File: config.mk
export PLATFORM = sky130hd
export DESIGN_NAME = espectro_note_sequencer
export DESIGN_NICKNAME = d
export VERILOG_FILES = /design/src/rtl/espectro_note_sequencer.sv
export SDC_FILE = /design/constraint.sdc
export NUM_CORES = 1
export LEC_CHECK = 0
export BUFFER_PORTS_ARGS = -buffer_cell sky130_fd_sc_hd__buf_4
export CAP_MARGIN = 20
export CORE_MARGIN = 1
export CORE_UTILIZATION = 57
export CTS_CLUSTER_DIAMETER = 50
export CTS_CLUSTER_SIZE = 30
export DETAILED_ROUTE_END_ITERATION = 7
export GPL_ROUTABILITY_DRIVEN = 0
export GPL_TIMING_DRIVEN = 0
export PLACE_DENSITY = 0.84
export SETUP_SLACK_MARGIN = 0.1
export SKIP_CTS_REPAIR_TIMING = 1
export SLEW_MARGIN = 20
export SYNTH_ARGS = -nofsm -noshare
export SYNTH_HDL_FRONTEND = slang
export SYNTH_SLANG_ARGS = --single-unit
export TNS_END_PERCENT = 30
File: constraint.sdc
create_clock -name clk -period 6.28 [get_ports clk]
set_clock_uncertainty 0.2 [all_clocks]
set_input_delay 0.314 -clock clk [delete_from_list [all_inputs] [get_ports clk]]
set_output_delay 0.314 -clock clk [all_outputs]
set_load 0.005 [all_outputs]
File: src/rtl/espectro_note_sequencer.sv
// espectro_note_sequencer: CPU-programmable note queue that masters the
// peripheral_espectro register port. Notes {FREQ_H, FREQ_L, DUR} are queued
// through the CPU register map; each one is written to FRh/FRl, held for DUR
// ticks and the tone is muted once the queue drains or on flush.
// Optional build macro: ESPECTRO_SEQ_LOOP_EN (CTRL bit2 loop playback).
module espectro_note_sequencer #(
    parameter int         DEPTH    = 8,
    parameter int         TICK_DIV = 50000,
    parameter int         WR_HOLD  = 4,
    parameter logic [3:0] FRH_ADDR = 4'h2,
    parameter logic [3:0] FRL_ADDR = 4'h4
) (
    input  logic        clk,
    input  logic        rst,
    input  logic        cs,
    input  logic [3:0]  addr,
    input  logic        rd,
    input  logic        wr,
    input  logic [15:0] d_in,
    output logic [15:0] d_out,
    output logic        sp_cs,
    output logic [3:0]  sp_addr,
    output logic        sp_rd,
    output logic        sp_wr,
    output logic [15:0] sp_d_in,
    output logic        busy
);
    localparam int PW  = $clog2(DEPTH);
    localparam int CW  = PW + 1;
    localparam int PRW = (TICK_DIV > 1) ? $clog2(TICK_DIV) : 1;
    localparam int HW  = (WR_HOLD > 1) ? $clog2(WR_HOLD) : 1;

    localparam logic [3:0] A_FREQ_H = 4'h2;
    localparam logic [3:0] A_FREQ_L = 4'h4;
    localparam logic [3:0] A_DUR    = 4'h6;
    localparam logic [3:0] A_CTRL   = 4'h8;
    localparam logic [3:0] A_STATUS = 4'hA;

    typedef enum logic [2:0] {
        S_IDLE, S_LOAD, S_WR_H, S_WR_L, S_PLAY, S_MUTE_H, S_MUTE_L
    } state_t;

    state_t state, state_nx;

    logic [15:0] freq_h_stg, freq_l_stg;
    logic        ctrl_run, ctrl_loop, overflow;
    logic [15:0] cur_fh, cur_fl, cur_dur;
    logic [47:0] mem [DEPTH];
    logic [PW-1:0] wr_ptr, rd_ptr;
    logic [CW-1:0] count;
    logic [HW-1:0] hold_cnt;
    logic [PRW-1:0] pre_cnt;
    logic [15:0] tick_cnt;

    wire wr_en    = cs & wr;
    wire rd_en    = cs & rd;
    wire flush    = wr_en & (addr == A_CTRL) & d_in[1];
    wire cpu_push = wr_en & (addr == A_DUR);

    wire full  = (count == CW'(DEPTH));
    wire empty = (count == '0);
    wire [47:0] head = mem[rd_ptr];

    // LOAD always pops; in loop mode the popped entry goes straight back to the tail
    wire do_pop    = (state == S_LOAD);
    wire loop_push = do_pop & ctrl_loop;
    wire push_ok   = cpu_push & ~loop_push & (~full | do_pop);
    wire push_drop = cpu_push & ~push_ok;
    wire do_push   = push_ok | loop_push;
    wire [47:0] push_data = loop_push ? head : {freq_h_stg, freq_l_stg, d_in};

    wire hold_done = (hold_cnt == HW'(WR_HOLD - 1));
    wire pre_done  = (pre_cnt == PRW'(TICK_DIV - 1));
    wire [15:0] dur_last = (cur_dur == 16'd0) ? 16'd0 : cur_dur - 16'd1;
    wire expire    = pre_done & (tick_cnt == dur_last);

    // CPU-writable staging registers and run bit
    always_ff @(posedge clk) begin
        if (rst) begin
            freq_h_stg <= '0;
            freq_l_stg <= '0;
            ctrl_run   <= 1'b0;
        end else if (wr_en) begin
            case (addr)
                A_FREQ_H: freq_h_stg <= d_in;
                A_FREQ_L: freq_l_stg <= d_in;
                A_CTRL:   ctrl_run   <= d_in[0];
                default: ;
            endcase
        end
    end

`ifdef ESPECTRO_SEQ_LOOP_EN
    // loop bit: replay the queue indefinitely
    always_ff @(posedge clk) begin
        if (rst)
            ctrl_loop <= 1'b0;
        else if (wr_en && addr == A_CTRL)
            ctrl_loop <= d_in[2];
    end
`else
    assign ctrl_loop = 1'b0;
`endif

    // FIFO storage; contents need no reset, pointers and count do
    always_ff @(posedge clk) begin
        if (do_push)
            mem[wr_ptr] <= push_data;
    end

    // FIFO pointers and occupancy; flush empties the queue in one cycle
    always_ff @(posedge clk) begin
        if (rst || flush) begin
            wr_ptr <= '0;
            rd_ptr <= '0;
            count  <= '0;
        end else begin
            if (do_push) wr_ptr <= wr_ptr + PW'(1);
            if (do_pop)  rd_ptr <= rd_ptr + PW'(1);
            case ({do_push, do_pop})
                2'b10:   count <= count + CW'(1);
                2'b01:   count <= count - CW'(1);
                default: ;
            endcase
        end
    end

    // sticky overflow, cleared by a STATUS read (a new drop wins)
    always_ff @(posedge clk) begin
        if (rst)
            overflow <= 1'b0;
        else if (push_drop)
            overflow <= 1'b1;
        else if (rd_en && addr == A_STATUS)
            overflow <= 1'b0;
    end

    // registered CPU read data
    always_ff @(posedge clk) begin
        if (rst)
            d_out <= '0;
        else if (rd_en) begin
            case (addr)
                A_CTRL:   d_out <= {13'd0, ctrl_loop, 1'b0, ctrl_run};
                A_STATUS: d_out <= {8'd0, 4'(count), overflow, empty, full, busy};
                default:  d_out <= '0;
            endcase
        end else
            d_out <= '0;
    end

    // current note captured at LOAD
    always_ff @(posedge clk) begin
        if (rst) begin
            cur_fh  <= '0;
            cur_fl  <= '0;
            cur_dur <= '0;
        end else if (state == S_LOAD) begin
            {cur_fh, cur_fl, cur_dur} <= head;
        end
    end

    // hold / prescaler / tick counters, cleared on every state change
    always_ff @(posedge clk) begin
        if (rst || state_nx != state) begin
            hold_cnt <= '0;
            pre_cnt  <= '0;
            tick_cnt <= '0;
        end else if (state == S_PLAY) begin
            if (pre_done) begin
                pre_cnt  <= '0;
                tick_cnt <= tick_cnt + 16'd1;
            end else
                pre_cnt <= pre_cnt + PRW'(1);
        end else if (state == S_WR_H || state == S_WR_L ||
                     state == S_MUTE_H || state == S_MUTE_L) begin
            hold_cnt <= hold_cnt + HW'(1);
        end
    end

    // state register
    always_ff @(posedge clk) begin
        if (rst) state <= S_IDLE;
        else     state <= state_nx;
    end

    // next-state logic; flush aborts a note but never a mute in progress
    always_comb begin
        state_nx = state;
        case (state)
            S_IDLE:   if (ctrl_run && !empty && !flush) state_nx = S_LOAD;
            S_LOAD:   state_nx = flush ? S_MUTE_H : S_WR_H;
            S_WR_H:   if (flush) state_nx = S_MUTE_H;
                      else if (hold_done) state_nx = S_WR_L;
            S_WR_L:   if (flush) state_nx = S_MUTE_H;
                      else if (hold_done) state_nx = S_PLAY;
            S_PLAY:   if (flush) state_nx = S_MUTE_H;
                      else if (expire) state_nx = (ctrl_run && !empty) ? S_LOAD : S_MUTE_H;
            S_MUTE_H: if (hold_done) state_nx = S_MUTE_L;
            S_MUTE_L: if (hold_done) state_nx = S_IDLE;
            default:  state_nx = S_IDLE;
        endcase
    end

    // espectro bus is driven only while a write state is active
    always_comb begin
        sp_cs   = 1'b0;
        sp_wr   = 1'b0;
        sp_addr = 4'h0;
        sp_d_in = 16'h0000;
        case (state)
            S_WR_H:   begin sp_cs = 1'b1; sp_wr = 1'b1; sp_addr = FRH_ADDR; sp_d_in = cur_fh; end
            S_WR_L:   begin sp_cs = 1'b1; sp_wr = 1'b1; sp_addr = FRL_ADDR; sp_d_in = cur_fl; end
            S_MUTE_H: begin sp_cs = 1'b1; sp_wr = 1'b1; sp_addr = FRH_ADDR; end
            S_MUTE_L: begin sp_cs = 1'b1; sp_wr = 1'b1; sp_addr = FRL_ADDR; end
            default: ;
        endcase
    end

    assign sp_rd = 1'b0;
    assign busy  = (state != S_IDLE);

endmodule

==> out/qor.yml <==
crit_buf_inv: 6
core_area_um2: 35800
synth_edf_count: 384
required_ps: 6340
hp-class: "in -> reg"
dr.pass1.iters: 7
cpMostUsedCell: "buf_4"
dp_hpwl_mm: 32.7
drive_gt1_share_pct: 18.8
synth_warnings: 0
final_util_pct: 67.3
finalHoldViolCount: 1
yosys.cell_types.count: 65
clk_pin_slew_ps: 70
cts.sinks: 521
synthCells: 1364
grt.met2_usage_pct: 44.8
std_cell_rows: 69
async_flop_share_pct: 0
cts_buffers: 40
synth.avg_cell_area_um2: 15.3
cts_tree: "built"
initial_core_util_pct: 58.4
vias: 12800
arrival_ps: 3990
reg2reg_from: "state[2]$_SDFF_PP0_"
switchingPower_mw: 1.80
slew_violations: 0
place_ws_ps: 2420
layout_worst_path_cycle_share_pct: 62.6
start_kind: "register"
p_int_mw: 5.46
p_seq_share_pct: 51.6
io_buffers: 53
antenna_left: 0
yosysMostFrequentCell: "edfxtp_1"
rrSetupSlack_ps: 2350
grt_overflow: 0
wire_per_inst_um: 24.8
cp_top_family: "simple AND/OR/NAND/NOR gates"
cts_root_buffer: "clkbuf_16"
hold_ws_ps: -18.6
slew_headroom_pct: 29.0
violations: "hold timing"
multi_input_area_um2: 6280
period_minus_slack_ps: 3930
pwr_density_cell_nw_per_um2: 301
pin_count: 65
grtUsageMet1_pct: 35.2
drt_iter0_markers: 1347
cp_num_cells: 11
via_per_inst: 6.34
die-area_um2: 37500
tns_ps: 0
track_usage_pct: 26.7
hold_depth: 4
grt_pass1_wl_mm: 74.8
antenna_found_initial: 0
synth_top_area_share_pct: 55.1
peakVddDrop_v: 0.000274
power_leakage_nw: 7.32
wirelength_mm: 49.8
clock_latency_ps: 570
syn_to_final_growth_pct: 15.2
grt_max_degree: 26
grt_pass1_vias: 12700
cap_violations: 0
ys_ff_latch: 521
worstHoldStart: "addr[1]"
diodes: 0
p_comb_share_pct: 10.7
critPathKind: "reg -> reg"
setup_viol: 0
ys.flop_type: "edfxtp_1"
critical_path.cell_chain: "nor2_1 -> and2_1 -> clkbuf_1 -> nor2_1 -> or3_1 -> nor3_2 -> buf_4 -> buf_4 -> buf_6 -> buf_6 -> buf_4"
endpoint_kind: "register"
max_stage_delay_ps: 510
dp.cells: 1917
max_freq_ghz: 0.254
num-nets-final: 1552
die_w_um: 194
fin_cells: 2010
met3_usage_pct: 4.02
seq_area_um2: 14300
ys_seq_area_share_pct: 68.2
slowest_stage: "nor3_2"
remaining_drc_errors: 0
status: "complete, but fails checks"
syn_area_um2: 20900
rsz0062_at_grt: "false"
h-tree-depth: 2
power_mw: 7.26
clkPwrFrac_pct: 37.7
ff2ff_path_depth: 11
yosysTopAreaCell: "edfxtp_1"
timing.final.ws_setup_ps: 2350
clock_path_buffers: 3
die_h_um: 194
synth_common_cells: "384 x edfxtp_1, 137 x dfxtp_1, 125 x nor2_1"
startpoint: "state[2]$_SDFF_PP0_"
switching_share_pct: 24.8
synth.area.top_cells: "edfxtp_1 55%, dfxtp_1 13%, mux4_2 10%, mux2i_1 3.4%, a211oi_1 2.4%"
top_usage_layer: "met2"
path_max_fanout: 10
worstMarginPinSlew_ps: 1060
nFillCells: 2294
-- registers in the layout, indices dropped and copies added (netlist names), 2 cells and up --
register / count
hold_cnt: 2
pre_cnt: 16
count: 4
mem: 384
freq_l_stg: 16
cur_dur: 16
tick_cnt: 16
rd_ptr: 3
state: 3
freq_h_stg: 16
d_out: 8
wr_ptr: 3
cur_fh: 16
cur_fl: 16
-- cells by family (layout without fill, tap and decap cells) --
family	Yosys count	in the layout	share of synthesized area, %
xor gates and xnor gates	50	50	2.16
and+or+nand+nor	344	344	7.72
buffers and inverters	109	284	2.30
adders and majority gates	9	9	0.574
muxes	167	167	13.7
AOI/OAI and AO/OA	163	163	5.31
DFF	521	521	68.2
other	1	11	0.0179
-- tightest hold or removal path, cell delays in order --
cell and delay, ps:
buf_4 100, nor2_1 90, nand3_1 100, a21oi_1 60
-- through the flow --
stage               cell area (um^2)  hold slack (ps)
finish                         24100            -18.6
floorplan                      21000              193
global placement               21900              235
detailed placement             22500              246
CTS                            23900             -264
global route                   24100             9.24
-- power groups by stage --
stage / logic (mW) / registers [mW] / clock network [mW]
final: 0.775 / 3.75 / 2.74
after global placement: 0.719 / 3.82 / 0
after floorplan: 0.553 / 3.81 / 0
after CTS: 0.759 / 3.75 / 2.76
after detailed placement: 0.749 / 3.83 / 0
after global routing: 0.842 / 3.75 / 2.87
-- metal layers --
| metal | part of all wire (%) | wire length, um |
|---|---|---|
| met5 | 0 | 0 |
| met4 | 3.8 | 1910 |
| met3 | 8.5 | 4240 |
| met2 | 50 | 24700 |
| met1 | 38 | 18900 |
-- placed cells by master (no fill, tap or decap), drive strengths merged, types with 4 or more instances in the layout --
master	netlist	final
and4	4	4
nand2b	11	11
mux4	96	96
dlygate4sd3	0	20
xor2	28	28
nand4	14	14
dfxtp	137	137
o21ai	11	11
clkbuf	59	111
xnor2	21	21
buf	33	113
edfxtp	384	384
or3	7	7
nand3	13	13
clkinv	0	9
or4	6	6
nor3	16	16
and3	8	8
ha	8	8
nor2b	4	4
and2	9	9
nor4b	4	4
a21oi	50	50
nor2	125	125
a211oi	68	68
nand2	102	102
inv	17	30
nor4	9	9
mux2i	71	71
conb	1	11
-- final cells by class --
| cell class | instances | share of cell area (%) |
|---|---|---|
| buffer | 92 | 1.75 |
| clock buffer | 50 | 4.83 |
| clock inverter | 23 | 1.15 |
| inverter | 17 | 0.265 |
| multi-input combinational | 744 | 26.0 |
| sequential | 521 | 59.2 |
| tap | 461 | 2.39 |
| timing repair buffer | 102 | 4.36 |
-- path summary, 6_finish.rpt --
path | to
hold / removal | ctrl_run$_SDFFE_PP0P_
setup reg to reg | mem[0][43]$_DFFE_PP_
setup / recovery | mem[0][43]$_DFFE_PP_
hold reg to reg | d_out[3]$_SDFF_PP0_
No activity file was read; power rests on OpenSTA's default activity.
